--- config.mk ---
export PLATFORM = sky130hd
export DESIGN_NAME = fetch_unit
export DESIGN_NICKNAME = d
export VERILOG_FILES = /design/src/rtl/fetch_unit.sv
export SDC_FILE = /design/constraint.sdc
export NUM_CORES = 1
export LEC_CHECK = 0
export ABC_CLOCK_PERIOD_IN_PS = 2900
export BUFFER_PORTS_ARGS = -buffer_cell sky130_fd_sc_hd__buf_4
export CAP_MARGIN = 20
export CORE_MARGIN = 5
export CORE_UTILIZATION = 52
export DETAILED_ROUTE_END_ITERATION = 6
export PLACE_DENSITY = 0.8
export SKIP_LAST_GASP = 1
export SLEW_MARGIN = 5
export SYNTH_ARGS = -nofsm -noshare
export SYNTH_HDL_FRONTEND = slang
export SYNTH_SLANG_ARGS = --single-unit
--- constraint.sdc ---
create_clock -name clk -period 2.9 [get_ports clk]
set_input_delay 0.58 -clock clk [delete_from_list [all_inputs] [get_ports clk]]
set_output_delay 0.58 -clock clk [all_outputs]
set_load 0.01 [all_outputs]
--- src/rtl/fetch_unit.sv ---
// fetch_unit: instruction-fetch stage with the IF/ID pipeline register.
// Owns the PC, drives the instruction-memory address, and applies the hazard
// unit's stall and redirect controls. It also keeps saturating event counters.
module fetch_unit #(
   parameter logic [31:0] RESET_PC  = 32'h0000_0000,
   parameter logic [31:0] NOP_INSTR = 32'h0000_0013
) (
   input  logic        clk,
   input  logic        rst_n,
   input  logic        stall_if,
   input  logic        stall_id,
   input  logic        branch_taken,
   input  logic [31:0] branch_target,
   output logic [31:0] imem_addr,
   input  logic [31:0] imem_rdata,
   input  logic        imem_ready,
   output logic [31:0] if_id_pc,
   output logic [31:0] if_id_pc_plus4,
   output logic [31:0] if_id_instr,
   output logic        if_id_valid,
   output logic [31:0] stall_count,
   output logic [31:0] flush_count,
   output logic [31:0] imem_wait_count,
   output logic [31:0] fetch_count
);

   logic [31:0] pc;
   logic [31:0] pc_next_seq;
   logic [31:0] stall_cnt;
   logic [31:0] flush_cnt;
   logic [31:0] wait_cnt;
   logic [31:0] fetch_cnt;

   // Event counters stick at all-ones instead of wrapping.
   function automatic logic [31:0] sat_inc(input logic [31:0] value);
      return (value == 32'hFFFF_FFFF) ? value : value + 32'd1;
   endfunction

   assign pc_next_seq     = pc + 32'd4;
   assign imem_addr       = pc;
   assign stall_count     = stall_cnt;
   assign flush_count     = flush_cnt;
   assign imem_wait_count = wait_cnt;
   assign fetch_count     = fetch_cnt;

   // PC, IF/ID and counter update: redirect beats stall, stall beats memory
   // wait, and a plain fetch happens only when nothing else applies. A
   // stall always holds the PC, even a stall_id-only one, so the word fetched
   // that cycle is re-presented rather than lost.
   always_ff @(posedge clk or negedge rst_n) begin
      if (!rst_n) begin
         pc             <= RESET_PC;
         if_id_pc       <= 32'h0000_0000;
         if_id_pc_plus4 <= 32'h0000_0000;
         if_id_instr    <= NOP_INSTR;
         if_id_valid    <= 1'b0;
         stall_cnt      <= 32'h0000_0000;
         flush_cnt      <= 32'h0000_0000;
         wait_cnt       <= 32'h0000_0000;
         fetch_cnt      <= 32'h0000_0000;
      end else if (branch_taken) begin
         pc          <= {branch_target[31:2], 2'b00};
         if_id_instr <= NOP_INSTR;
         if_id_valid <= 1'b0;
         flush_cnt   <= sat_inc(flush_cnt);
      end else if (stall_if || stall_id) begin
         if (!stall_id) begin
            if_id_instr <= NOP_INSTR;
            if_id_valid <= 1'b0;
         end
         stall_cnt <= sat_inc(stall_cnt);
      end else if (!imem_ready) begin
         if_id_instr <= NOP_INSTR;
         if_id_valid <= 1'b0;
         wait_cnt    <= sat_inc(wait_cnt);
      end else begin
         pc             <= pc_next_seq;
         if_id_pc       <= pc;
         if_id_pc_plus4 <= pc_next_seq;
         if_id_instr    <= imem_rdata;
         if_id_valid    <= 1'b1;
         fetch_cnt      <= sat_inc(fetch_cnt);
      end
   end

endmodule

# [Yosys cells after proc, flatten, opt, wreduce, memory -nomap -nowiden]
# Index checks and enable logic that the tools add are counted.
[word_totals] reg_bits=257 output_inout_bits=257 inputBits=70 word_cells=46
[op_classes] n_bitwise=7 n_mux=11 reduce_logical=8 addsub=5 n_eq_ne=6
[op_table] operator="two-way mux 32 bit" count=7
[op_table] operator="adder 32 x 1 -> 32 bit (second input constant)" count=4
[op_table] operator="== test 32 bit (second input constant)" count=4
[op_table] operator="adder 32 x 3 -> 32 bit (second input constant)" count=1
[op_table] operator="AND reduction 4 bit" count=2
[op_table] operator="NOT 1 bit" count=7
[op_table] operator="AND reduction 3 bit" count=2
[op_table] operator="two-way mux 1 bit" count=4
[op_table] operator="AND reduction 2 bit" count=2
[op_table] operator="inequality test 3 bit (second input constant)" count=1
[op_table] operator="inequality test 2 bit (second input constant)" count=1
[op_table] operator="nonzero test 2 bit" count=1
[op_table] operator="logical OR 1 bit" count=1

# [Longest topological paths before layout]
# Gate-level depths: netlist of run 1.
[logic_depth] depth_word=4 ltp_mapped=9 ltp_nobuf=7

# [Worst setup path before layout of run 1]
# No wires, ideal clock.
[synth_timing] kind="input to register" start="input branch_taken" end="register fetch_cnt[21], in the netlist fetch_count[21]" setup_slack_ns=0.574 required_time_ns=2.774 stages=8 path_buffers=2 arrival_time_ns=2.200 setup_time_ns=0.126 path_cell_list="buf_6 -> or4b_1 -> buf_6 -> nor2_8 -> nand3_4 -> nor4b_4 -> nand4_1 -> xnor2_1"
[synth_between] elab_chain_cells=2
[synth_lines] element="start, declared" line_no="12" source="input logic branch_taken,"
[synth_lines] element="NOT 1 bit (no line)"
[synth_lines] element="AND reduction 4 bit (no line)"
[synth_lines] element="end signal, assigned" line_no="82" source="fetch_cnt <= sat_inc(fetch_cnt);"
[synth_lines] element="end, declared" line_no="32" source="logic [31:0] fetch_cnt;"
# No other way between the ends.
# A chain may end at the register's enable or synchronous reset.

# [Worst setup path in the final report of run 1]
[layout_timing] start="register pc[11], in the netlist imem_addr[11]" end="register if_id_pc_plus4[31]"
[layout_between] elab_chain_cells=1
[layout_lines] element="start, declared" line_no="27" source="logic [31:0] pc;"
[layout_lines] element="start signal, assigned" line_no="62" source="pc <= {branch_target[31:2], 2'b00};"
[layout_lines] element="start signal, assigned" line_no="77" source="pc <= pc_next_seq;"
[layout_lines] element="adder 32 x 3 -> 32 bit" line_no="39" source="assign pc_next_seq = pc + 32'd4;"
[layout_lines] element="end signal, assigned" line_no="79" source="if_id_pc_plus4 <= pc_next_seq;"
[layout_lines] element="end, declared" line_no="18" source="output logic [31:0] if_id_pc_plus4,"
# No other way between the ends.

==> results of run 1 <==
[synth_stat cells (all sizes together)]
master | instances | share of area, %
nor2b | 2 | 0.11
ha | 5 | 0.55
or3 | 6 | 0.33
conb | 1 | 0.033
or2 | 1 | 0.055
o211ai | 1 | 0.066
o2111ai | 1 | 0.13
or3b | 1 | 0.077
and4b | 1 | 0.088
or4 | 1 | 0.066
nor4 | 8 | 0.73
nor2 | 70 | 2.5
o21ai | 59 | 2.6
nand2b | 2 | 0.11
or4b | 1 | 0.088
xnor2 | 117 | 9.0
nand3 | 58 | 2.7
and4 | 13 | 1.0
and3b | 1 | 0.077
a22o | 29 | 2.2
nand4bb | 1 | 0.099
clkbuf | 43 | 1.5
mux2 | 4 | 0.39
o31ai | 1 | 0.066
and3 | 20 | 1.1
o2111a | 1 | 0.099
nand4 | 51 | 2.9
o22a | 3 | 0.23
dfrtp | 248 | 54
nand2 | 230 | 7.6
nor4b | 3 | 0.36
nor3 | 26 | 1.3
buf | 13 | 0.80
dfstp | 3 | 0.69
nand3b | 3 | 0.20
mux2i | 1 | 0.088
xor2 | 62 | 4.8
a21oi | 5 | 0.25
and2 | 9 | 0.49
inv | 12 | 0.39
[power by group]
part           switching (uW)  leakage [uW]  internal [uW]  total, uW
combinational             757       0.00352            758       1520
clock                    1340      0.000400           1900       3240
sequential                372       0.00330           3860       4230
total                    2470       0.00723           6510       8990
[per-stage QoR]
step	total power, uW	area [um2]	util (%)
detailed placement	5820	14100	65.0
finish	8990	14900	68.9
global route	9440	14900	68.9
CTS	9080	14900	68.8
floorplan	4870	11400	-
global placement	5760	14100	65.0
[per-layer routing]
metal	global-route usage (%)	part of all wire, %	vias up
met5	0	0.065	-
li1	-	-	4398
met3	6.78	8.4	60
met1	32.1	40	4493
met2	38.5	48	302
met4	7.35	3.0	2
[critical path: stages (launching register included)]
cell     delay (ps)
dfrtp_1         520
nand4_1         220
or4_1           700
nor4_2          350
nand3_1         130
xor2_1          160
o21ai_1          70
[registers in the layout (all words and copies together), names as in the netlist]
signal and cells:
fetch_count 32, flush_count 32, if_id_instr 32, imem_wait_count 32, stall_count 32, if_id_pc 30
if_id_pc_plus4 30, imem_addr 30, if_id_valid 1
[path summary, 6_finish.rpt]
check,depth (start not counted),from,endpoint
max,6,imem_addr[11]$_DFFE_PN0P_,if_id_pc_plus4[31]$_DFFE_PN0P_
min,1,rst_n,if_id_pc[30]$_DFFE_PN0P_
max reg2reg,6,imem_addr[11]$_DFFE_PN0P_,if_id_pc_plus4[31]$_DFFE_PN0P_
min reg2reg,2,if_id_pc_plus4[6]$_DFFE_PN0P_,if_id_pc_plus4[6]$_DFFE_PN0P_
max in group asynchronous,2,rst_n,if_id_instr[4]$_DFFE_PN1P_
min in group clk,3,branch_target[27],imem_addr[27]$_DFFE_PN0P_
[area by class of cell]
| cell class | count | area (um2) |
|---|---|---|
| clock buffer | 46 | 777 |
| clock inverter | 4 | 48.8 |
| inverter | 12 | 45.0 |
| sequential | 251 | 6280 |
| tap | 280 | 350 |
| antenna | 1 | 2.50 |
| timing repair buffer | 338 | 2570 |
| multi-input combinational | 803 | 4850 |
| fill | 1638 | 6760 |
[logic make-up after synthesis]
kind of cell    Yosys count
other cells               1
compound gates          100
fa+ha+maj                 5
simple gates            508
mux                       5
xor+xnor                179
flops                   251
buf+inv                  68
==> impl_metrics.csv, run 1 <==
group,metric,value,unit
yosys,syn-instance-count,1117,
setup_path,cp_max_fo,7,
drt,drcViolationCount,0,
yosys,synth_fa_ha_area_share,0.548,%
clock_network,htreeDepth,1,
global_route,grt_max_degree,96,
yosys,synth_xor_area_share,13.7,%
timing,tightestPinTransition,943,ps
drt,via_per_inst,5.33,
cells_and_area,drive_gt1_share,27.4,%
cells_and_area,final_cell_mix,"buf_4, dfrtp_1, nand2_1",
yosys,synth_top_family_by_area,"simple AND/OR/NAND/NOR gates",
drt,routed_wl,30900,um
global_route,grt_pass1_vias,9212,
clock_network,clk_path_buf_depth,3,
pwr,power_density,602,mW/mm2
floorplan,fp.dieH,158,um
timing,finalClockSkew,22.7,ps
timing,fin_crit,2280,ps
drt,num_vias,9255,
cells_and_area,nNetsFinal,1508,
global_route,antenna_found_initial,2,
drt,drtIter0Drc,445,
place,dpl_worst_slack,411,ps
timing,timing.setup.tns,0,ps
clock_network,post_cts_resized,0,
yosys,post_synth_instance_area,0.0114,mm2
cells_and_area,final_cells,1735,
setup_path,critPathArrivalTime,2670,ps
yosys,avgSynthCellArea,10.2,um2
yosys,synth_seq_cells,251,
clock_network,cts_root_buffer,"clkbuf_16",
clock_network,cts_num_sinks,251,
clock_network,post_cts_buffers,0,
cells_and_area,layout_commonest_cell,"buf_4",
timing,maxSlewViolCount,0,
hold_path,hp-class,"in -> async",
pwr,leakage,0.00723,uW
timing,hold_viol,0,
flow_run,maxCapViolations,0,
floorplan,start_util,52.6,%
timing,rsz0062_at_grt,"false",
clock_network,cts_made_buffers,27,
place,dp.cells,1684,
yosys,synth_seq_area_share,55.1,%
drt,wl_per_cell,17.8,um
timing,hold-worst-slack,19.8,ps
timing,setup_viol,0,
drt,drtAntennaViolNets,0,
timing,slew_headroom,37.1,%
timing,fin_ws,621,ps
clock_network,clk_pin_slew,60,ps
global_route,grt_pass1_wl,48900,um
yosys,yosysWarnings,0,
pwr,irDropWorstVdd,430,uV
yosys,synthMuxAreaShare,0.482,%
floorplan,io_pins,327,
clock_network,clk_latency,540,ps
floorplan,core.rowCount,54,
clock_network,cts_hold_buf,0,
drt,first_pass_iters,5,
place,portBuffers,318,
yosys,synthSimpleGateAreaFrac,21.8,%
setup_path,end_kind,"flip-flop",
setup_path,crit_required,3290,ps
outcome,outcome,"finished clean",
timing,fmax,0.439,GHz
place,dpl.hpwl,22800,um
setup_path,ff2ff_setup_slack,620,ps
setup_path,cp-start-kind,"flip-flop",
floorplan,die_x,158,um
timing,final.period_utilization,78.6,%
global_route,grt_use_total,24.1,%
yosys,synth_cell_types,56,
floorplan,dieArea,0.0250,mm2
global_route,grt_overflow_total,0,
cells_and_area,area_growth_syn_to_layout,30.9,%
clock_network,cts_tree,"yes",
yosys,synth_compound_area_share,5.66,%
setup_path,worstSetupPathType,"reg -> reg",
place,place_congestion,0.855,
floorplan,coreArea,0.0217,mm2
Note: power is estimated with default switching activity, not from simulation.
==> inputs of run 2 (changes only) <==
Settings changed: ABC_AREA set to 1, ABC_CLOCK_PERIOD_IN_PS 2900 to 1900, CORE_UTILIZATION 52 to 50, PLACE_DENSITY 0.8 to 0.78.
Clock period 2.9 ns to 1.9 ns, I/O delays scaled along.
==> run 2 against run 1 <==
Against the previous run:
- count of clock-buffer cells in the layout fell by 8
- final cell count is 60% higher
- global-route usage rose by 3.8 points
- clock skew shrank 9.5 ps
- register-to-register slack got worse by 510 ps
- die area increased by 26%
- critical path depth grew 5
- worst setup slack worse by 510 ps
==> impl_metrics.csv, run 2 <==
group,metric,value,unit
global_route,grt_max_degree,61,
drt,first_pass_iters,5,
yosys,avgSynthCellArea,7.04,um2
drt,met2_length,21000,um
place,dp.cells,2722,
yosys,post_synth_instance_area,0.0140,mm2
setup_path,ff2ff_setup_slack,110,ps
timing,rsz0062_at_grt,"true",
pwr,seqPwrFrac,43.0,%
floorplan,coreArea,0.0277,mm2
cells_and_area,area_growth_syn_to_layout,31.3,%
hold_path,hp-class,"in -> reg",
timing,setup_viol,0,
yosys,synth-main-ff-cell,"dfrtp_1",
drt,drtAntennaViolNets,0,
cells_and_area,design_area,0.0184,mm2
drt,routed_wl,44400,um
pwr,irDropWorstVdd,750,uV
drt,wl_met3,3430,um
yosys,synth_cell_types,35,
setup_path,crit_path_frequent_cell,"nand2_1",
cells_and_area,drive_gt1_share,20.6,%
pwr,power_frac_comb,17.9,%
yosys,yosysMostFrequentCell,"nand2_1",
setup_path,cp-start-kind,"flip-flop",
place,dpl.hpwl,33700,um
yosys,synth_common_cells,"nand2_1, dfrtp_1, nor2_1",
timing,fin_crit,1790,ps
clock_network,clk_path_buf_depth,3,
setup_path,cp.depth,11,
setup_path,crit_path_end,"imem_addr[24]$_DFFE_PN0P_",
drt,num_vias,14200,
timing,final.period_utilization,94.2,%
clock_network,cts_num_sinks,251,
timing,fin_ws,110,ps
setup_path,reg2regPathDepth,11,
global_route,antenna_found_initial,0,
clock_network,post_cts_buffers,0,
drt,wl_met1,17900,um
pwr,switching_power,4200,uW
pwr,internal_power,10600,uW
yosys,synth_seq_cells,251,
clock_network,cts_made_buffers,28,
setup_path,worstSetupPathType,"reg -> reg",
clock_network,htreeDepth,1,
yosys,synth.largest_area_cell,"dfrtp_1",
yosys,synth_seq_area_share,45.0,%
global_route,grt_pass1_vias,14000,
place,portBuffers,318,
cells_and_area,fillers,2423,
cells_and_area,layout_commonest_cell,"nand2_1",
setup_path,crit_required,2330,ps
floorplan,fp.dieH,177,um
floorplan,core.rowCount,61,
setup_path,crit_family,"simple AND/OR/NAND/NOR gates",
hold_path,whs_path_depth,3,
drt,via_per_inst,5.12,
yosys,yosysTopAreaCellShare,44.4,%
setup_path,crit_buf_inv,1,
yosys,yosysWarnings,0,
floorplan,dieArea,0.0314,mm2
cells_and_area,nNetsFinal,2450,
timing,hold_viol,0,
floorplan,start_util,50.5,%
setup_path,r2r_start,"imem_addr[2]$_DFFE_PN0P_",
clock_network,clk_latency,550,ps
clock_network,cts_root_buffer,"clkbuf_16",
yosys,netlist_top_cells_area,"dfrtp_1, nand2_1, nor2_1, nand3b_1, inv_1",
floorplan,die_x,177,um
setup_path,slowest_delay,430,ps
cells_and_area,final_cell_mix,"nand2_1, buf_4, nor2_1, dfrtp_1, inv_1",
flow_run,maxCapViolations,0,
timing,finalClockSkew,13.1,ps
pwr,clkPwrFrac,39.2,%
yosys,syn-instance-count,1986,
yosys,synth_edf_count,0,
cells_and_area,final_cells,2775,
setup_path,end_kind,"flip-flop",
pwr,power_density,804,mW/mm2
setup_path,cp_max_fo,5,
setup_path,cp_slowest_cell,"dfrtp_1",
setup_path,critPathArrivalTime,2220,ps
drt,drcViolationCount,0,
drt,wl_per_cell,16.0,um
setup_path,path_cells,"ha_1 -> nand2_1 -> nor2_1 -> buf_4 -> nand2_1 -> nor2_1 -> nand2_1 -> nand2_1 -> nand2_1 -> nand2_1 -> nand2_1",
clock_network,clk_pin_slew,60,ps
drt,highest_layer,"met4",
pwr,leakage,0.00940,uW
setup_path,r2r-end,"imem_addr[24]$_DFFE_PN0P_",
global_route,grt_pass1_wl,71500,um
timing,fmax,0.559,GHz
place,placed_cell_area,0.0173,mm2
global_route,grt_overflow_total,0,
cells_and_area,diodes,0,
setup_path,worstSetupStartpoint,"imem_addr[2]$_DFFE_PN0P_",
clock_network,cts_tree,"yes",
outcome,outcome,"finished clean",
place,place_congestion,0.954,
pwr,p_sw_share,28.5,%
yosys,synth-async-reset-ratio,100,%
floorplan,io_pins,327,
global_route,grt_use_total,27.8,%
timing,maxSlewViolCount,0,
drt,drtIter0Drc,875,
place,dpl_worst_slack,-94.2,ps
-- run 2: worst min-delay path, delay by kind of cell --
kind / cells / cell delay [ps]
buf+inv: 1 / 70
simple gates: 2 / 110
-- run 2: routing by layer --
layer	global-route usage, %	up-vias
li1	-	6950
met1	35.0	6623
met2	46.7	534
met3	5.90	111
met4	11.6	0
met5	0	-
-- run 2: cell type report --
class                   count  area (um2)  area share (%)
clock buffers              38         800            4.36
clock inverters            14         189            1.03
flip-flops and latches    251        6290            34.3
repair buffers            410        3200            17.5
inverters                 104         395            2.15
well taps                 378         473            2.58
multi-input cells        1580        7000            38.2
-- run 2: worst min path at each step --
| stage | startpoint | end | slack [ps] |
|---|---|---|---|
| 2_1_floorplan | rst_n | fetch_count[0]$_DFFE_PN0P_ | 80 |
| 3_3_place_gp | rst_n | fetch_count[13]$_DFFE_PN0P_ | 310 |
| 3_5_place_dp | rst_n | fetch_count[16]$_DFFE_PN0P_ | 310 |
| 4_1_cts | branch_target[4] | imem_addr[4]$_DFFE_PN0P_ | 20 |
| 5_1_grt | imem_rdata[23] | if_id_instr[23]$_DFFE_PN0P_ | 30 |
| 6_report | branch_target[4] | imem_addr[4]$_DFFE_PN0P_ | 50 |
-- run 2: power groups by stage --
stage	clock (uW)	sequential [uW]	combinational, uW
after floorplan	0	6560	914
after global placement	0	6400	2590
after detailed placement	0	6400	2660
after CTS	5900	6330	2660
after global routing	6140	6400	2910
final	5780	6340	2640
-- run 2: kinds of logic (layout without fill, tap and decap cells) --
family	count (synthesis)	in the layout	synth area share, %
buffers and inverters	160	566	5.15
other	1	6	0.0268
and+or+nand+nor	1406	1406	40.7
DFF	251	251	45.0
adders and majority gates	5	5	0.447
AOI/OAI and AO/OA	98	98	4.63
xor gates and xnor gates	65	65	4.07
-- run 2: what timing repair did --
action,CTS,global route
endpoints found under the hold margin,39,0
hold buffers,1,0
endpoints found under the setup margin,0,49
gates resized for setup,0,9
-- run 2: metrics by stage --
stage	utilization, %	hold slack, ps	total power (uW)	setup TNS (ps)
floorplan	-	84.4	7470	0
detailed placement	62.6	307	9060	-2750
global placement	62.6	308	8990	-4050
CTS	66.2	18.4	14900	0
global route	66.2	26.2	15500	-41.4
finish	66.2	46.8	14800	0
